--- config.mk ---
export PLATFORM = sky130hd
export DESIGN_NAME = user_irq_router
export DESIGN_NICKNAME = d
export VERILOG_FILES = /design/src/rtl/user_irq_router_pkg.sv /design/src/rtl/irq_sample_stage.sv /design/src/rtl/user_irq_router.sv
export SDC_FILE = /design/constraint.sdc
export NUM_CORES = 1
export LEC_CHECK = 0
export ABC_AREA = 1
export BUFFER_PORTS_ARGS = -buffer_cell sky130_fd_sc_hd__clkbuf_2
export CAP_MARGIN = 20
export CORE_UTILIZATION = 54
export DETAILED_ROUTE_END_ITERATION = 7
export PLACE_DENSITY = 0.76
export SYNTH_ARGS = -nofsm -noshare
export SYNTH_HDL_FRONTEND = slang
export SYNTH_SLANG_ARGS = --single-unit
--- constraint.sdc ---
create_clock -name ALCLK -period 1.67 [get_ports ALCLK]
set_clock_uncertainty 0.05 [all_clocks]
set_input_delay 0.0835 -clock ALCLK [delete_from_list [all_inputs] [get_ports ALCLK]]
set_output_delay 0.0835 -clock ALCLK [all_outputs]
set_load 0.1 [all_outputs]
--- src/rtl/user_irq_router_pkg.sv ---
// Shared types and constants for the user-project interrupt router.
// Build option: IRQ_SYNC_EN selects 2-flop input synchronizers.
package user_irq_router_pkg;

    typedef enum logic {
        ST_ACTIVE = 1'b0,
        ST_GUARD  = 1'b1
    } rtr_state_t;

    localparam int GUARD_CNT_W = 8;

endpackage

--- src/rtl/irq_sample_stage.sv ---
// Input sampling stage: one register, or a 2-flop synchronizer when
// IRQ_SYNC_EN is defined (projects on clocks unrelated to ALCLK).
module irq_sample_stage #(
    parameter int pWIDTH = 1
) (
    input  logic              clk_i,
    input  logic              rst_i,
    input  logic [pWIDTH-1:0] d_i,
    output logic [pWIDTH-1:0] q_o
);

    logic [pWIDTH-1:0] samp_q;

`ifdef IRQ_SYNC_EN
    logic [pWIDTH-1:0] meta_q;

    always_ff @(posedge clk_i or posedge rst_i) begin
        if (rst_i) begin
            meta_q <= '0;
            samp_q <= '0;
        end else begin
            meta_q <= d_i;
            samp_q <= meta_q;
        end
    end
`else
    always_ff @(posedge clk_i or posedge rst_i) begin
        if (rst_i) begin
            samp_q <= '0;
        end else begin
            samp_q <= d_i;
        end
    end
`endif

    assign q_o = samp_q;

endmodule

--- src/rtl/user_irq_router.sv ---
// Routes one user project's hi-pri request and IRQ vector to the host,
// with a guarded switch sequence. Build option: IRQ_SYNC_EN.
module user_irq_router
    import user_irq_router_pkg::*;
#(
    parameter int         pNUM_PRJ       = 4,
    parameter int         pIRQ_WIDTH     = 1,
    parameter int         pGUARD_CYC     = 4,
    parameter logic [7:0] pIRQ_EDGE_MASK = 8'b0,
    localparam int        SEL_W          = $clog2(pNUM_PRJ)
) (
    input  logic                           ALCLK,
    input  logic                           ARESET,
    input  logic [SEL_W-1:0]               USER_PRJ_SEL,
    input  logic [pNUM_PRJ-1:0]            hi_pri_req_i,
    input  logic [pNUM_PRJ*pIRQ_WIDTH-1:0] user_irq_i,
    output logic                           hi_pri_req_o,
    output logic [pIRQ_WIDTH-1:0]          user_irq_o,
    output logic [SEL_W-1:0]               sel_active,
    output logic                           switching
);

    localparam int IRQ_BITS = pNUM_PRJ * pIRQ_WIDTH;
    localparam int NB       = pNUM_PRJ + IRQ_BITS;
    localparam logic [GUARD_CNT_W-1:0] RELOAD = GUARD_CNT_W'(pGUARD_CYC - 1);
    localparam logic [pIRQ_WIDTH-1:0]  EDGE_M = pIRQ_EDGE_MASK[pIRQ_WIDTH-1:0];

    logic [NB-1:0]                samp;
    logic [pNUM_PRJ-1:0]          hi_samp;
    logic [IRQ_BITS-1:0]          irq_samp;
    logic [IRQ_BITS-1:0]          prev_q;
    logic [SEL_W-1:0]             sel_req_q;
    rtr_state_t                   state_q, state_d;
    logic [SEL_W-1:0]             target_q, target_d;
    logic [SEL_W-1:0]             sel_active_q, sel_active_d;
    logic [GUARD_CNT_W-1:0]       cnt_q, cnt_d;
    logic                         hi_o_q, hi_o_d;
    logic [pIRQ_WIDTH-1:0]        irq_o_q, irq_o_d;
    logic                         req_ok;
    logic                         hi_sel;
    logic [pIRQ_WIDTH-1:0]        irq_sel, prev_sel;

    irq_sample_stage #(
        .pWIDTH (NB)
    ) u_samp (
        .clk_i (ALCLK),
        .rst_i (ARESET),
        .d_i   ({user_irq_i, hi_pri_req_i}),
        .q_o   (samp)
    );

    assign hi_samp  = samp[pNUM_PRJ-1:0];
    assign irq_samp = samp[NB-1:pNUM_PRJ];
    assign req_ok   = {1'b0, sel_req_q} < (SEL_W+1)'(pNUM_PRJ);

    always_comb begin
        state_d      = state_q;
        target_d     = target_q;
        cnt_d        = cnt_q;
        sel_active_d = sel_active_q;
        unique case (state_q)
            ST_ACTIVE: begin
                if (req_ok && sel_req_q != sel_active_q) begin
                    state_d  = ST_GUARD;
                    target_d = sel_req_q;
                    cnt_d    = RELOAD;
                end
            end
            ST_GUARD: begin
                // Any new target restarts the full guard, even the old one
                if (req_ok && sel_req_q != target_q) begin
                    target_d = sel_req_q;
                    cnt_d    = RELOAD;
                end else if (cnt_q == '0) begin
                    sel_active_d = target_q;
                    state_d      = ST_ACTIVE;
                end else begin
                    cnt_d = cnt_q - GUARD_CNT_W'(1);
                end
            end
            default: state_d = ST_ACTIVE;
        endcase
    end

    always_comb begin
        hi_sel   = 1'b0;
        irq_sel  = '0;
        prev_sel = '0;
        for (int p = 0; p < pNUM_PRJ; p++) begin
            if (sel_active_d == SEL_W'(p)) begin
                hi_sel   = hi_samp[p];
                irq_sel  = irq_samp[p*pIRQ_WIDTH +: pIRQ_WIDTH];
                prev_sel = prev_q[p*pIRQ_WIDTH +: pIRQ_WIDTH];
            end
        end
    end

    // Outputs are forced low for exactly as long as switching is high
    always_comb begin
        hi_o_d  = 1'b0;
        irq_o_d = '0;
        if (state_d == ST_ACTIVE) begin
            hi_o_d  = hi_sel;
            irq_o_d = irq_sel & ~(prev_sel & EDGE_M);
        end
    end

    always_ff @(posedge ALCLK or posedge ARESET) begin
        if (ARESET) begin
            prev_q       <= '0;
            sel_req_q    <= '0;
            state_q      <= ST_ACTIVE;
            target_q     <= '0;
            sel_active_q <= '0;
            cnt_q        <= '0;
            hi_o_q       <= 1'b0;
            irq_o_q      <= '0;
        end else begin
            prev_q       <= irq_samp;
            sel_req_q    <= USER_PRJ_SEL;
            state_q      <= state_d;
            target_q     <= target_d;
            sel_active_q <= sel_active_d;
            cnt_q        <= cnt_d;
            hi_o_q       <= hi_o_d;
            irq_o_q      <= irq_o_d;
        end
    end

    assign hi_pri_req_o = hi_o_q;
    assign user_irq_o   = irq_o_q;
    assign sel_active   = sel_active_q;
    assign switching    = (state_q == ST_GUARD);

endmodule

==> flow_metrics.env, run 1 <==
export IMPL_hold_class="primary input to asynchronous set/reset pin"
export IMPL_cp_max_fo=8
export IMPL_power_per_cell_area_nw_per_um2=1030
export IMPL_overflow=0
export IMPL_worst_slew_pin_slew_ps=540
export IMPL_drc_errors=0
export IMPL_cts_sinks=25
export IMPL_fin_crit_sh=0.922
export IMPL_via_per_inst=5.04
export IMPL_cts_max_level=1
export IMPL_setup_viol=0
export IMPL_drive_gt1_frac=0.273
export IMPL_vdd_ir_drop_max_mv=0.830
export IMPL_highest_layer="met4"
export IMPL_cts_root_buf="clkbuf_4"
export IMPL_ys_types=22
export IMPL_yosysSeqAreaShare=0.549
export IMPL_status="complete, no violations"
export IMPL_io_buffer_count=16
export IMPL_initial_core_util=0.574
export IMPL_dp_hpwl_mm=1.50
export IMPL_crit_required_ps=1860
export IMPL_dr_pass1_iters=4
export IMPL_period_needed_ps=1540
export IMPL_synth_top_area_frac=0.549
export IMPL_fmax_mhz=649
export IMPL_crit_chain="nor2_2 -> nand3_2 -> nor2_4 -> nand2_4 -> nand2_4 -> inv_2 -> nand3_1 -> o21ai_0"
export IMPL_die_area_um2=2300
export IMPL_cp_start_kind="flip-flop"
export IMPL_first_iter_violations=36
export IMPL_nNetsFinal=180
export IMPL_place_congestion=0.779
export IMPL_cts_tree="built"
export IMPL_cpLargestDelayFamily="simple AND/OR/NAND/NOR gates"
export IMPL_dp_cells=174
export IMPL_post_drt_wl_per_cell_um=12.6
export IMPL_layoutNonFillerInstCount=192
export IMPL_wl_met2_mm=1.28
export IMPL_insertion_delay_ps=340
export IMPL_io_pin_count=17
export IMPL_grt_pass1_wl_mm=3.49
export IMPL_fillers=133
export IMPL_ys_flop_type="dfrtp_1"
export IMPL_rsz0062_at_grt="true"
export IMPL_grt_max_degree=26
export IMPL_multi_input_area_um2=464
export IMPL_arrival_ps=1730
export IMPL_seq_area_um2=632
export IMPL_layout_setup_ws_ps=130
export IMPL_cts_buffer_depth=2
export IMPL_hold_viol=0
export IMPL_vias=967
export IMPL_wl_met3_um=92
export IMPL_crit_top_cell="nand2_4"
export IMPL_num_rows=16
export IMPL_die_h_um=47.9
export IMPL_p_leak_nw=0.760
export IMPL_core_area_um2=1980
export IMPL_synth_enable_flop_cells=0
export IMPL_cts_buffers=3
export IMPL_area_delta_synth_final_pct=28.2
export IMPL_antenna_cells=0
export IMPL_slew_headroom=0.642
export IMPL_async_flop_share=1.00
export IMPL_yosysTopAreaCell="dfrtp_1"
export IMPL_drt_total_wl_mm=2.41
export IMPL_syn_inst=129
export IMPL_maxCapViolCount=0
export IMPL_yosysMostFrequentCell="nand2_1"
export IMPL_crit_type="flip-flop to flip-flop"
export IMPL_maxSlewViolCount=0
export IMPL_pre_cts_ws_ps=74.2
export IMPL_grt_antenna_before_repair=0
export IMPL_path_buf_inv=1
export IMPL_grt_pass1_vias=847
export IMPL_cts_reportedPaths_clkPinSlew_ps=150
export IMPL_die_width_um=47.9
export IMPL_crit_path_end_kind="flip-flop"
export IMPL_track_usage=0.230
export IMPL_synth_area_leaders="dfrtp_1, nand2_1, nand3_1"
export IMPL_ys_top_cells_by_count="nand2_1, dfrtp_1, inv_1"
export IMPL_ys_ff_latch=25
export IMPL_routedLengthMet1_um=994
export IMPL_synth_cell_area_um2=1140
export IMPL_synth_area_per_cell_um2=8.83
export IMPL_yosysWarnings=0
export IMPL_syn_num_nets=143
export IMPL_max_stage_delay_ps=440
export IMPL_crit_slowest_cell="dfrtp_1"
export IMPL_final_antenna_net_count=0
## worst register-to-register path: stages, from the launching register on
cell and delay [ps]:
dfrtp_1 440, nor2_2 130, nand3_2 130, nor2_4 200, nand2_4 100, nand2_4 120, inv_2 90, nand3_1 90
o21ai_0 80
## stage by stage
step	utilization	instance area (µm²)	power (mW)	setup TNS [ps]	hold WS (ps)
global route	0.737	1460	1.60	-59.3	268
floorplan	-	1140	1.09	0	60.7
CTS	0.714	1420	1.49	0	239
finish	0.737	1460	1.51	0	244
global placement	0.643	1270	1.17	0	69.7
detailed placement	0.643	1270	1.18	0	74.4
## cell usage in the layout (no fill, tap or decap), drive strengths merged, types with 2 or more instances in the layout
cell type and count:
dlygate4sd3 11, nand3b 2, inv 20, nand3 13, clkbuf 19, nand2 32
o21ai 10, nor3 2, nor2 15, dfrtp 25, a21oi 3, buf 5
ha 2
## layout make-up
cell class	count	area share
repair buffers	32	0.156
multi-input cells	85	0.318
flip-flops and latches	25	0.433
clock buffers	3	0.0154
inverters	19	0.0488
clock inverters	1	0.00600
well taps	27	0.0231
## per-layer routing
layer,vias up,track usage
li1,482,-
met1,448,0.254
met2,31,0.395
met3,6,0.0755
met4,0,0.111
met5,-,0
## what timing repair did
action	4_1_cts	5_1_grt
buffers inserted	0	3
hold buffers	11	0
setup endpoints to repair	0	10
resized for setup	0	8
hold endpoints to repair	35	0
## flip-flops by register name (all words and copies together) (netlist names)
register	cells
hi_pri_req_o	1
user_irq_o	1
cnt_q	8
u_samp.q_o	8
sel_req_q	2
target_q	2
switching	1
sel_active	2
## worst paths after layout
kind                                from            end  slack, ps  cells past startpoint
setup reg to reg                cnt_q[2]       cnt_q[4]        130                      8
max in group asynchronous         ARESET  sel_active[1]       1050                      4
setup / recovery                cnt_q[2]       cnt_q[4]        130                      8
min in group ALCLK         user_irq_i[2]  u_samp.q_o[6]        330                      2
hold / removal                    ARESET       cnt_q[0]        240                      4
hold reg to reg                 cnt_q[2]       cnt_q[2]        470                      1
## where the power goes
group / leakage (nW) / internal [mW] / switching (mW) / total [mW]
Clock: 0.0183 / 0.0979 / 0.195 / 0.293
Combinational: 0.439 / 0.143 / 0.364 / 0.507
Sequential: 0.303 / 0.665 / 0.0449 / 0.710
## kinds of logic (layout without fill, tap and decap cells)
group                    count (synthesis)  after routing  synth area share
AND/OR/NAND/NOR                         65             65             0.275
flip-flops                              25             25             0.549
buffers and inverters                   19             55            0.0626
AO/OA/AOI/OAI                           16             16            0.0758
adder cells (fa/ha/maj)                  2              2            0.0220
XOR/XNOR                                 2              2            0.0154
(Power assumes the default switching activity.)
==> inputs of run 2 (changes only) <==
--- a/config.mk
+++ b/config.mk
@@ -6,10 +6,10 @@
 export NUM_CORES = 1
 export LEC_CHECK = 0
 export ABC_AREA = 1
-export BUFFER_PORTS_ARGS = -buffer_cell sky130_fd_sc_hd__clkbuf_2
 export CAP_MARGIN = 20
-export CORE_UTILIZATION = 54
+export CORE_UTILIZATION = 60
 export DETAILED_ROUTE_END_ITERATION = 7
+export DONT_BUFFER_PORTS = 1
 export PLACE_DENSITY = 0.76
 export SYNTH_ARGS = -nofsm -noshare
 export SYNTH_HDL_FRONTEND = slang
==> flow_metrics.env, run 2 (synthesis results as in run 1) <==
export IMPL_max_stage_delay_ps=410
export IMPL_rr_startpoint="target_q[0]"
export IMPL_final_antenna_net_count=0
export IMPL_use_met2=0.414
export IMPL_fin_crit_sh=0.957
export IMPL_antenna_cells=0
export IMPL_io_pin_count=17
export IMPL_insertion_delay_ps=310
export IMPL_status="complete, no violations"
export IMPL_maxSlewViolCount=0
export IMPL_r2r_cells=10
export IMPL_cts_max_level=1
export IMPL_hold_class="primary input to asynchronous set/reset pin"
export IMPL_track_usage=0.246
export IMPL_drt_total_wl_mm=2.28
export IMPL_r2r_end="user_irq_o"
export IMPL_num_rows=15
export IMPL_area_delta_synth_final_pct=24.0
export IMPL_final_cell_area_um2=1410
export IMPL_hold_viol=0
export IMPL_cts_buffers=3
export IMPL_vias=923
export IMPL_dp_hpwl_mm=1.44
export IMPL_crit_required_ps=1870
export IMPL_drive_gt1_frac=0.221
export IMPL_grt_max_degree=26
export IMPL_cpLargestDelayFamily="simple AND/OR/NAND/NOR gates"
export IMPL_crit_path_end_kind="flip-flop"
export IMPL_maxCapViolCount=0
export IMPL_place_congestion=0.868
export IMPL_final_common_cell="nand2_1"
export IMPL_cts_buffer_depth=2
export IMPL_use_met3=0.0635
export IMPL_place_area_um2=1220
export IMPL_first_iter_violations=28
export IMPL_grt_antenna_before_repair=0
export IMPL_grt_pass1_vias=819
export IMPL_dp_cells=160
export IMPL_period_needed_ps=1600
export IMPL_crit_type="flip-flop to flip-flop"
export IMPL_cp_max_fo=8
export IMPL_die_h_um=45.6
export IMPL_die_width_um=45.6
export IMPL_die_area_um2=2080
export IMPL_worst_slew_pin_slew_ps=311
export IMPL_dr_pass1_iters=4
export IMPL_p_leak_nw=0.705
export IMPL_arrival_ps=1800
export IMPL_crit_top_cell="nand3_1"
export IMPL_crit_chain="inv_1 -> nand2_1 -> nand3_1 -> nor2_4 -> nand2_4 -> nand2_1 -> nand2_2 -> nand3_1 -> nand3_1 -> nor2_1"
export IMPL_setup_viol=0
export IMPL_layoutNonFillerInstCount=179
export IMPL_crit_slowest_cell="dfrtp_1"
export IMPL_drc_errors=0
export IMPL_r2r_setup_slack_ps=70
export IMPL_grt_pass1_wl_mm=3.56
export IMPL_initial_core_util=0.652
export IMPL_cp_start_kind="flip-flop"
export IMPL_core_area_um2=1750
export IMPL_fillers=121
export IMPL_io_buffer_count=0
export IMPL_overflow=0
export IMPL_power_per_cell_area_nw_per_um2=1060
export IMPL_cts_sinks=25
export IMPL_nNetsFinal=169
export IMPL_cts_tree="built"
export IMPL_final_cell_mix="nand2_1, dfrtp_1, inv_1, nand3_1"
export IMPL_use_met1=0.314
export IMPL_fmax_mhz=626
export IMPL_vdd_ir_drop_max_mv=0.813
export IMPL_post_drt_wl_per_cell_um=12.7
export IMPL_path_buf_inv=1
export IMPL_cts_root_buf="clkbuf_4"
export IMPL_cts_reportedPaths_clkPinSlew_ps=140
export IMPL_via_per_inst=5.16
export IMPL_slew_headroom=0.792
export IMPL_grt_busiest_layer="met2"
[run 2: tightest hold or removal path, cell delays in order]
cell	delay [ps]
dlygate4sd3_1	540
inv_1	60
buf_4	300
[run 2: layout make-up]
cell class	instances	area, µm²	area share
Timing Repair Buffer	21	185	0.131
Sequential cell	25	632	0.448
Clock inverter	1	7.51	0.00532
Clock buffer	3	22.5	0.0160
Tap cell	25	31.3	0.0222
Multi-Input combinational cell	85	462	0.327
Inverter	19	71.3	0.0505
[run 2: what timing repair did]
action | 4_1_cts | 5_1_grt
setup endpoints to repair | 0 | 10
hold buffers | 11 | 0
buffers inserted | 0 | 4
hold endpoints to repair | 35 | 0
resized for setup | 0 | 9
[run 2: worst max-delay path by stage]
| stage | from | end | slack (ps) | cells after the start |
|---|---|---|---|---|
| 6_report | target_q[0] | user_irq_o | 70 | 10 |
| 5_1_grt | sel_req_q[0] | cnt_q[2] | -0.3 | 8 |
| 4_1_cts | cnt_q[0] | hi_pri_req_o | 70 | 9 |
| 3_5_place_dp | cnt_q[0] | hi_pri_req_o | 90 | 9 |
| 3_3_place_gp | cnt_q[0] | hi_pri_req_o | 120 | 9 |
| 2_1_floorplan | sel_active[1] | cnt_q[7] | 4 | 7 |
[run 2: stage by stage]
stage	hold slack [ps]	power [mW]	setup TNS (ps)	utilization	setup slack (ps)
2_1_floorplan	60.7	1.09	0	-	4.22
3_3_place_gp	-16.2	1.17	0	0.700	122
3_5_place_dp	-9.32	1.19	0	0.700	95.0
4_1_cts	197	1.47	0	0.780	67.0
5_1_grt	211	1.58	-0.285	0.809	-0.285
6_report	204	1.50	0	0.809	71.8
[run 2: per-layer routing]
layer  vias to the layer above  share of wire
met1                       432           0.42
met3                         4          0.053
li1                        459              -
met2                        28           0.52
met5                         -              0
met4                         0          0.014
[run 2: where the power goes]
group / switching (mW) / internal, mW / total [mW]
clock network: 0.181 / 0.0912 / 0.272
logic: 0.381 / 0.149 / 0.531
registers: 0.0330 / 0.664 / 0.697
total: 0.595 / 0.905 / 1.50
==> inputs of run 3 (changes only) <==
--- a/config.mk
+++ b/config.mk
@@ -8,9 +8,11 @@
 export ABC_AREA = 1
 export CAP_MARGIN = 20
 export CORE_UTILIZATION = 60
+export CTS_CLUSTER_SIZE = 28
 export DETAILED_ROUTE_END_ITERATION = 7
 export DONT_BUFFER_PORTS = 1
 export PLACE_DENSITY = 0.76
 export SYNTH_ARGS = -nofsm -noshare
 export SYNTH_HDL_FRONTEND = slang
 export SYNTH_SLANG_ARGS = --single-unit
+export TNS_END_PERCENT = 10
==> constraint.sdc (replaced) <==
create_clock -name ALCLK -period 1.67 [get_ports ALCLK]
set_clock_uncertainty 0.05 [all_clocks]
set_input_delay 0.334 -clock ALCLK [delete_from_list [all_inputs] [get_ports ALCLK]]
set_output_delay 0.334 -clock ALCLK [all_outputs]
set_load 0.1 [all_outputs]
==> flow_metrics.env, run 3 (synthesis results as in run 1) <==
export IMPL_status="complete, no violations"
export IMPL_slew_headroom=0.795
export IMPL_rsz0062_at_grt="true"
export IMPL_die_width_um=45.6
export IMPL_vias=901
export IMPL_dp_cells=160
export IMPL_hold_viol=0
export IMPL_dp_hpwl_mm=1.44
export IMPL_final_cell_mix="nand2_1, dfrtp_1, inv_1, nand3_1"
export IMPL_power_per_cell_area_nw_per_um2=1070
export IMPL_antenna_cells=0
export IMPL_core_area_um2=1750
export IMPL_nNetsFinal=167
export IMPL_crit_required_ps=1850
export IMPL_die_area_um2=2080
export IMPL_grt_max_degree=26
export IMPL_worst_slew_pin_slew_ps=308
export IMPL_crit_path_end_kind="flip-flop"
export IMPL_maxSlewViolCount=0
export IMPL_cts_sinks=25
export IMPL_initial_core_util=0.652
export IMPL_insertion_delay_ps=310
export IMPL_cts_buffers=3
export IMPL_track_usage=0.246
export IMPL_grt_antenna_before_repair=0
export IMPL_fillers=124
export IMPL_arrival_ps=1740
export IMPL_maxCapViolCount=0
export IMPL_rr_startpoint="cnt_q[1]"
export IMPL_startpoint="cnt_q[1]"
export IMPL_layoutNonFillerInstCount=177
export IMPL_final_antenna_net_count=0
export IMPL_drt_total_wl_mm=2.23
export IMPL_fin_crit_sh=0.938
export IMPL_cts_max_level=1
export IMPL_cp_max_fo=5
export IMPL_die_h_um=45.6
export IMPL_via_per_inst=5.09
export IMPL_setup_tns_ps=0
export IMPL_drive_gt1_frac=0.197
export IMPL_area_delta_synth_final_pct=22.4
export IMPL_post_drt_wl_per_cell_um=12.6
export IMPL_place_congestion=0.868
export IMPL_crit_type="flip-flop to flip-flop"
export IMPL_cts_root_buf="clkbuf_4"
export IMPL_first_iter_violations=23
export IMPL_io_buffer_count=0
export IMPL_vdd_ir_drop_max_mv=0.813
export IMPL_overflow=0
export IMPL_dr_pass1_iters=4
export IMPL_hold_class="primary input to asynchronous set/reset pin"
export IMPL_drc_errors=0
export IMPL_cts_tree="built"
export IMPL_cts_reportedPaths_clkPinSlew_ps=150
export IMPL_grt_pass1_wl_mm=3.56
export IMPL_grt_pass1_vias=819
export IMPL_io_pin_count=17
export IMPL_cts_buffer_depth=2
export IMPL_fmax_mhz=638
export IMPL_cp_start_kind="flip-flop"
export IMPL_num_rows=15
export IMPL_period_needed_ps=1570
export IMPL_setup_viol=0
export IMPL_p_leak_nw=0.699
export IMPL_final_common_cell="nand2_1"
-- run 3: changes by cell type in the layout (fill, tap and decap cells not counted), sizes merged --
| cell | delta |
|---|---|
| buf | -2 |
-- run 3: repair_timing --
item                                    CTS  global route
hold buffers                             11             0
gates resized for setup                   0             7
endpoints found under the hold margin    35             0
buffers inserted                          0             2
endpoints found under the setup margin    0            10
-- run 3: through the flow --
stage	setup slack (ps)	power (mW)	hold slack [ps]	area, µm²	utilization
after floorplan	4.22	1.09	311	1140	-
after global placement	122	1.17	234	1220	0.700
after detailed placement	95.0	1.19	241	1220	0.700
after CTS	67.0	1.47	448	1360	0.780
after global routing	-11.0	1.57	461	1390	0.799
final	104	1.49	445	1390	0.799
-- run 3: worst max-delay path, cell delays in order (launching register included) --
cell     delay (ps)
dfrtp_1         420
inv_1            90
ha_1            170
nand2_1         100
nor2_4          160
nand3_1         110
nand2_2         140
nand2_1          70
o21ai_1         120
nor2_1           60
-- run 3: where the power goes --
group          switching, mW  leakage (nW)  internal, mW
clock                  0.181        0.0139        0.0912
sequential            0.0327         0.303         0.664
combinational          0.378         0.382         0.143
total                  0.592         0.699         0.899
-- run 3: layer usage --
layer | up-vias | track usage | routed length (µm)
met2 | 18 | 0.414 | 1150
met5 | - | 0 | 0
met4 | 0 | 0.0606 | 16
met3 | 2 | 0.0635 | 74
li1 | 455 | - | -
met1 | 426 | 0.314 | 992
-- run 3: final cells by class --
| type | instances | area [µm²] | share of cell area |
|---|---|---|---|
| sequential | 25 | 632 | 0.453 |
| multi-input combinational | 85 | 459 | 0.329 |
| timing repair buffer | 19 | 170 | 0.122 |
| inverter | 19 | 71.3 | 0.0512 |
| tap | 25 | 31.3 | 0.0224 |
| clock buffer | 3 | 22.5 | 0.0162 |
| clock inverter | 1 | 7.51 | 0.00539 |
-- run 3: final timing paths --
path	to	slack, ps	cells after the start
setup / recovery	user_irq_o	100	9
hold / removal	u_samp.q_o[6]	440	3
setup reg to reg	user_irq_o	100	9
hold reg to reg	cnt_q[3]	490	1
max in group asynchronous	switching	860	3
min in group ALCLK	cnt_q[3]	490	1
